**config.mk**
```make
export PLATFORM = sky130hd
export DESIGN_NAME = instr_fetch_unit
export DESIGN_NICKNAME = d
export VERILOG_FILES = /design/src/rtl/fetch_pkg.sv /design/src/rtl/instr_ram.sv /design/src/rtl/instr_fetch_unit.sv
export SDC_FILE = /design/constraint.sdc
export NUM_CORES = 2
export LEC_CHECK = 0
export CORE_ASPECT_RATIO = 0.9
export CORE_MARGIN = 5
export CORE_UTILIZATION = 60
export DETAILED_ROUTE_END_ITERATION = 6
export PLACE_DENSITY = 0.77
export SLEW_MARGIN = 20
export SYNTH_ARGS = -nofsm -noshare
export SYNTH_HDL_FRONTEND = slang
export SYNTH_HIERARCHICAL = 1
export SYNTH_SLANG_ARGS = --single-unit
```
**constraint.sdc**
```tcl
create_clock -name clk -period 12.1 [get_ports clk]
set_input_delay 3.63 -clock clk [delete_from_list [all_inputs] [get_ports clk]]
set_output_delay 3.63 -clock clk [all_outputs]
set_load 0.005 [all_outputs]
```
**src/rtl/fetch_pkg.sv**
```systemverilog
// Shared definitions for the instruction fetch stage: the NOP injected for
// out-of-range fetches, the PC step, the per-cycle action type and the
// byte-to-word address helper.
package fetch_pkg;

    localparam logic [31:0] NOP_INSTR      = 32'h0000_0013;
    localparam int          PC_STEP        = 4;
    localparam int          MAX_ADDR_WIDTH = 64;

    // What the fetch stage does on a given clock edge
    typedef enum logic [1:0] {
        ACT_STALL,
        ACT_JUMP,
        ACT_FETCH,
        ACT_DRAIN
    } fetch_action_e;

    // Word index of a byte address (drops the two byte-offset bits)
    function automatic logic [MAX_ADDR_WIDTH-1:0] word_index(
        input logic [MAX_ADDR_WIDTH-1:0] byte_addr
    );
        return byte_addr >> 2;
    endfunction

endpackage

```
**src/rtl/instr_ram.sv**
```systemverilog
// Instruction RAM: synchronous read with enable, independent write port.
// A read and write of the same index in one cycle returns the old word.
// Only the read register is reset; the data array keeps its contents.
module instr_ram
    import fetch_pkg::*;
#(
    parameter int WORD_WIDTH = 32,
    parameter int DEPTH      = 128,
    localparam int IDX_W     = $clog2(DEPTH)
) (
    input  logic                  clk,
    input  logic                  rst,
    input  logic                  rd_en,
    input  logic [IDX_W-1:0]      rd_addr,
    output logic [WORD_WIDTH-1:0] rd_data,
    input  logic                  wr_en,
    input  logic [IDX_W-1:0]      wr_addr,
    input  logic [WORD_WIDTH-1:0] wr_data
);

    logic [WORD_WIDTH-1:0] mem [DEPTH];

    // Program-load write port, no reset on the array
    always_ff @(posedge clk) begin
        if (wr_en) begin
            mem[wr_addr] <= wr_data;
        end
    end

    // Registered read; sees the pre-write contents on a collision
    always_ff @(posedge clk) begin
        if (rst) begin
            rd_data <= '0;
        end else if (rd_en) begin
            rd_data <= mem[rd_addr];
        end
    end

endmodule

```
**src/rtl/instr_fetch_unit.sv**
```systemverilog
// Instruction fetch stage: PC register, instruction RAM and a registered
// valid/ready output towards decode. Jumps flush the held output, a busy
// decode stalls everything, and fetches outside the RAM return a NOP with
// out_fault set so decode can raise the trap.
module instr_fetch_unit
    import fetch_pkg::*;
#(
    parameter int              ADDR_WIDTH = 32,
    parameter int              WORD_WIDTH = 32,
    parameter int              DEPTH      = 128,
    parameter logic [ADDR_WIDTH-1:0] RESET_PC = '0,
    localparam int             IDX_W      = $clog2(DEPTH)
) (
    input  logic                  clk,
    input  logic                  rst,
    input  logic                  fetch_en,
    input  logic                  jump_valid,
    input  logic [ADDR_WIDTH-1:0] jump_target,
    input  logic                  wr_en,
    input  logic [IDX_W-1:0]      wr_addr,
    input  logic [WORD_WIDTH-1:0] wr_data,
    input  logic                  out_ready,
    output logic                  out_valid,
    output logic [WORD_WIDTH-1:0] out_instr,
    output logic [ADDR_WIDTH-1:0] out_pc,
    output logic                  out_fault,
    output logic [ADDR_WIDTH-1:0] pc
);

    logic [MAX_ADDR_WIDTH-1:0] pc_word;
    logic                      in_range;
    logic                      advance;
    logic                      rd_en;
    logic [WORD_WIDTH-1:0]     ram_rdata;
    fetch_action_e             action;

    assign pc_word  = word_index(MAX_ADDR_WIDTH'(pc));
    assign in_range = (pc_word < MAX_ADDR_WIDTH'(DEPTH));
    assign advance  = ~out_valid | out_ready;

    // Choose this cycle's action: jump beats fetch, a full output stalls
    always_comb begin
        action = ACT_STALL;
        if (jump_valid) begin
            action = ACT_JUMP;
        end else if (advance) begin
            action = fetch_en ? ACT_FETCH : ACT_DRAIN;
        end
    end

    // Only touch the RAM for in-range fetches so a held word stays put
    assign rd_en = (action == ACT_FETCH) & in_range & ~rst;

    instr_ram #(
        .WORD_WIDTH (WORD_WIDTH),
        .DEPTH      (DEPTH)
    ) u_ram (
        .clk     (clk),
        .rst     (rst),
        .rd_en   (rd_en),
        .rd_addr (pc_word[IDX_W-1:0]),
        .rd_data (ram_rdata),
        .wr_en   (wr_en),
        .wr_addr (wr_addr),
        .wr_data (wr_data)
    );

    // PC and output registers; reset wins over everything, including jumps
    always_ff @(posedge clk) begin
        if (rst) begin
            pc        <= RESET_PC;
            out_valid <= 1'b0;
            out_pc    <= '0;
            out_fault <= 1'b0;
        end else begin
            case (action)
                ACT_JUMP: begin
                    pc        <= {jump_target[ADDR_WIDTH-1:2], 2'b00};
                    out_valid <= 1'b0;
                end
                ACT_FETCH: begin
                    pc        <= pc + ADDR_WIDTH'(PC_STEP);
                    out_pc    <= pc;
                    out_fault <= ~in_range;
                    out_valid <= 1'b1;
                end
                ACT_DRAIN: begin
                    out_valid <= 1'b0;
                end
                default: begin
                end
            endcase
        end
    end

    // A faulting fetch presents the NOP; the RAM register keeps its old word
    assign out_instr = out_fault ? WORD_WIDTH'(NOP_INSTR) : ram_rdata;

endmodule

```
# Word level (Yosys, flattened, before mapping)
# Memories as Yosys holds them, arrays and structs flattened. A register that Yosys moved wholly into a read port is not among the register bits.
# Cells that the tools add are included.
# Widths: inputs -> output; s select.
totals:
  ff_bits: 66
  latch_bits: 0
  mem_bits_rw: 4096
  mem_bits_ro: 0
  out_inout_bits: 98
  wordCells: 27
  mem_count: 1
mem_list:
  columns: ["name", "words", "word_bits", "rd", "rd_ports_with_merged_regs", "wr", "line_no", "source"]
  rows:
  - ["u_ram.mem", 128, 32, 1, 1, 1, "instr_ram.sv:21", "logic [WORD_WIDTH-1:0] mem [DEPTH];"]
op_classes:
  n_addsub: 1
  multipliers: 0
  div: 0
  n_lt_le_gt_ge: 1
  n_eq_ne: 3
  shifts: 0
  n_mux: 8
  bitwise: 6
  reduce_logical: 3
op_table:
  columns: ["cell", "n"]
  rows:
  - ["$pmux 32 s2", 1]
  - ["$add 32x3->32 const B", 1]
  - ["$mux 32", 1]
  - ["$lt 30x8->1 const B", 1]
  - ["$eq 2x2->1 const B", 2]
  - ["$mux 2", 2]
  - ["$reduce_bool 2->1", 2]
  - ["$mux 1", 3]
  - ["$not 1->1", 3]
  - ["$and 1x1->1", 2]
  - ["$eq 2x1->1 const B", 1]
  - ["$pmux 1 s2", 1]
  - ["$reduce_or 2->1", 1]
  - ["$or 1x1->1", 1]

# Logic depth before layout (Yosys ltp)
logic_depth:
  depth_word: 7
  mapped_depth: 16
  depth_no_buf: 12

# Modules after synthesis
# Netlist, hierarchy kept.
by_module_without_submodules:
  columns: ["module", "instances", "cells_each", "area_per_inst_um2"]
  rows:
  - ["instr_ram", 1, 6948, 158032.8]
  - ["instr_fetch_unit", 1, 425, 3423.3]

# Least setup slack after synthesis
# No wires, ideal clock.
synth_timing:
  path_kind: "in2reg"
  startpoint: "input wr_en"
  endpoint: "memory u_ram.mem[98][0] (enable)"
  arrival_ns: 6.408
  t_required_ns: 11.639
  setup_slack_ns: 5.231
  stages: 3
  n_path_buf: 1
  path_cell_list: "clkbuf_1 nand4_1 nor3_1"
synth_via:
  elab_chain_len: 2
synth_lines:
  columns: ["element", "line_no", "source"]
  rows:
  - ["start, declared", "instr_fetch_unit.sv:19", "input logic wr_en,"]
  - ["$mux 1", "instr_ram.sv:25", "if (wr_en) begin"]
  - ["$mux 1 (implied by the code)", "instr_ram.sv:26", "mem[wr_addr] <= wr_data;"]
  - ["end, declared", "instr_ram.sv:21", null]
# Every way passes these cells.

# Worst setup path after layout
layout_timing:
  startpoint: "input out_ready"
  endpoint: "register u_ram.rd_data[3] (read register of u_ram.mem)"
layout_via:
  elab_chain_len: 6
layout_lines:
  columns: ["element", "line_no", "source"]
  rows:
  - ["start, declared", "instr_fetch_unit.sv:22", "input logic out_ready,"]
  - ["$or 1x1->1", "instr_fetch_unit.sv:39", "assign advance = ~out_valid | out_ready;"]
  - ["$mux 2", "instr_fetch_unit.sv:46", "end else if (advance) begin"]
  - ["$mux 2", "instr_fetch_unit.sv:44", "if (jump_valid) begin"]
  - ["$eq 2x2->1", "instr_fetch_unit.sv:52", "assign rd_en = (action == ACT_FETCH) & in_range & ~rst;"]
  - ["$and 1x1->1 (2 in a row)", "instr_fetch_unit.sv:52", null]
  - ["named net rd_en", "instr_fetch_unit.sv:33", "logic rd_en;"]
  - ["end, declared", "instr_ram.sv:15", "output logic [WORD_WIDTH-1:0] rd_data,"]
# The timed path passes the listed nets, and every way through them passes these cells.
# A chain may end at the register's enable or synchronous reset.

==> run metrics <==
port buffer count=168; gpl congestion=0.946; post-layout net count=7,857; TritonRoute pass-1 iters=7; Peak Freq=137 MHz; Register-to-Register Path Depth=8; Post-synth EDFFs=4,096; pre-CTS setup slack=4.28 ns; Post-CTS Setup Bufs=0; Worst Setup End Kind=flip-flop; Final WS setup=4.79 ns; post-synth top area cell=edfxtp_1; Worst Setup EP=u_ram/rd_data[3]$_SDFFE_PP0P_; Mapped Cells=7,373; kind of start point of the critical path=primary input; Die W=557 um; post-DP HPWL=240 mm; routed len/inst=38.4 um; All-Layer GR Usage=32.1%; clock share of power=39.7%; Fin. Hold Viols=0; #FFs+latches synth=4,190; largest net degree at the start of global routing=143; GRT overflow=0; RR Endpoint=u_ram/rd_data[21]$_SDFFE_PP0P_; # setup viols final=0; Psw=7.10 mW; Mapped Area=161,000 um2; Clock Tree Buf Depth=4; # DRC=3; worst rel slew slack=14.6%; worst vdd ir=0.152 mV; cell row count=180; I/O pins=175; RSZ-0062 raised after global routing=false; failing checks=DRC; count leader, synth=edfxtp_1; Leak=55.8 nW; vias in the first global route=83,319; Flop pwr share=51.9%; Tot Pwr=31.0 mW; total detailed-routing wirelength=449 mm; Layout Cells excl Fill=11,676; later-pin clock latency in the skew report=0.93 ns; worst r2r src=pc[3]$_SDFFE_PP0P_; Reg clk slew, reported paths=0.06 ns; Via Count=83,130; Synth Flop Type=edfxtp_1; CTS tree=yes; clock skew=0.0467 ns; # hold bufs at CTS=0; period utilisation layout=60.5%; area share of the largest cell type after synthesis=76.2%; worst endpoint data arrival time=8.15 ns; WS Path Type=in2reg; starting density of the core=60.3%; Ys Warns=6; Req. time, crit path=12.94 ns; Crit. Startpoint=out_ready; setup TNS after final layout=0 ns; post_cts resized=0; CTS root buf=clkbuf_16; antenna-violating nets left=0; Logic pwr share=8.4%; layout cells sized above 1=25.6%; initial antenna violation count=48; R2R setup slack=6.38 ns; Worst Tran Pin Value=1.26 ns; status=finished with violations; Hold Path Class=reg2reg; Avg Synthesized Cell Area=21.9 um2; synth unique cells=78; Worst Path Max Fanout=20; Synth area leaders=edfxtp_1 76%, mux4_2 14%, mux2i_1 1.9%, dfxtp_1 1.2%, nand2_1 0.73%; Die H=502 um; Sink Count=4,190; Slew Viols, Final=0; sequential-to-total area share from yosys stat=77.3%; depth of the CTS H-tree=5; first-pass GRT wire length=628 mm; Core Region=268,000 um2; Die Area=280,000 um2; DRT iter0 DRCs=14,055; CTS buffer count=398; post-DR vias/cell=7.12; final worst path period need=7.31 ns; placed instance count=10,924; PD cells=171 nW/um2; Area growth syn-to-layout=12.2%; sw frac=22.9%; WHS=0.473 ns; top cells by count, synth=4,096 x edfxtp_1, 1,029 x mux4_2, 313 x nand2_1; Max-Cap Viols=0; Internal=23.9 mW; ys async rst share=0%
-- power by group through the flow --
stage	clock network, mW	registers [mW]	logic (mW)
finish	12.3	16.1	2.60
global route	13.0	16.1	2.69
CTS	12.4	16.1	2.56
detailed placement	0	16.4	2.52
global placement	0	16.4	2.47
floorplan	0	16.3	1.55
-- routing by layer --
layer	share of wire (%)	routed length (um)	GRT usage, %	up-vias
met2	47	209000	49.3	7101
li1	-	-	-	31934
met5	0.040	180	0	-
met3	15	65200	9.85	1256
met1	33	147000	42.4	42815
met4	6.1	27300	16.2	24
-- kinds of logic (layout without fill, tap and decap cells) --
group | Yosys count | after routing | synth area share (%)
simple gates | 884 | 884 | 2.49
fa+ha+maj | 3 | 3 | 0.0233
flops | 4190 | 4190 | 77.3
other cells | 1 | 26 | 0.00232
mux | 1364 | 1364 | 16.5
buf+inv | 441 | 1170 | 1.49
compound gates | 490 | 490 | 2.20
-- stage by stage --
| stage | cell area, um2 | util (%) |
|---|---|---|
| after CTS | 181000 | 67.6 |
| after global placement | 168000 | 62.9 |
| after floorplan | 161000 | - |
| final | 181000 | 67.7 |
| after global routing | 181000 | 67.7 |
| after detailed placement | 168000 | 62.9 |
-- flip-flops by register name, indices dropped and copies added (netlist names) --
| register | flops |
|---|---|
| out_fault | 1 |
| out_pc | 30 |
| out_valid | 1 |
| pc | 30 |
| u_ram/mem | 4096 |
| u_ram/rd_data | 32 |
-- how the worst min path moves through the flow --
stage	startpoint	to	cells after the start
after floorplan	u_ram/rd_data[1]$_SDFFE_PP0P_	u_ram/rd_data[1]$_SDFFE_PP0P_	2
after global placement	u_ram/rd_data[1]$_SDFFE_PP0P_	u_ram/rd_data[1]$_SDFFE_PP0P_	2
after detailed placement	u_ram/rd_data[15]$_SDFFE_PP0P_	u_ram/rd_data[15]$_SDFFE_PP0P_	2
after CTS	u_ram/rd_data[15]$_SDFFE_PP0P_	u_ram/rd_data[15]$_SDFFE_PP0P_	2
after global routing	u_ram/rd_data[15]$_SDFFE_PP0P_	u_ram/rd_data[15]$_SDFFE_PP0P_	2
final	out_pc[16]$_SDFFE_PP0N_	out_pc[16]$_SDFFE_PP0N_	2
-- cells in the final DEF, fill, tap and decap left out, drive strengths merged, types with 22 or more instances in the layout --
cell type      synthesis  final
edfxtp              4096   4096
buf                  259    290
nor3                  48     48
a31oi                 23     23
clkinv                 3    191
clkdlybuf4s50          0    134
o21ai                 29     29
a21oi                 80     80
o22ai                 88     88
mux2i                306    306
mux4                1029   1029
diode                  0     22
a221oi                22     22
and2                  25     25
nand2                313    313
dfxtp                 94     94
o311ai                26     26
inv                   15     30
mux2                  29     29
and3                  32     32
a22oi                 37     37
o221ai                74     74
nor2                 230    230
clkbuf               164    481
nand3                113    113
nor2b                 44     44
bufinv                 0     36
-- critical path, stage by stage --
cell             delay [ns]
clkdlybuf4s50_1        0.46
nor2b_1                0.05
or2_2                  0.29
inv_1                  0.06
ha_2                   0.17
inv_1                  0.32
nor4_1                 0.37
nand2_1                0.13
nor3_2                 0.27
nor2b_2                0.86
buf_4                  0.33
o221ai_1               0.14
a21oi_1                0.81
a211o_1                0.20
-- final cells by class --
cell class / instances / area (um2)
sequential: 4190 / 125000
fill: 15563 / 86400
multi-input combinational: 2745 / 35200
clock buffer: 481 / 10400
tap: 3549 / 4440
timing repair buffer: 424 / 3740
clock inverter: 247 / 2300
inverter: 18 / 82.6
antenna: 22 / 55.1
Power figures use the tool's default switching activity.
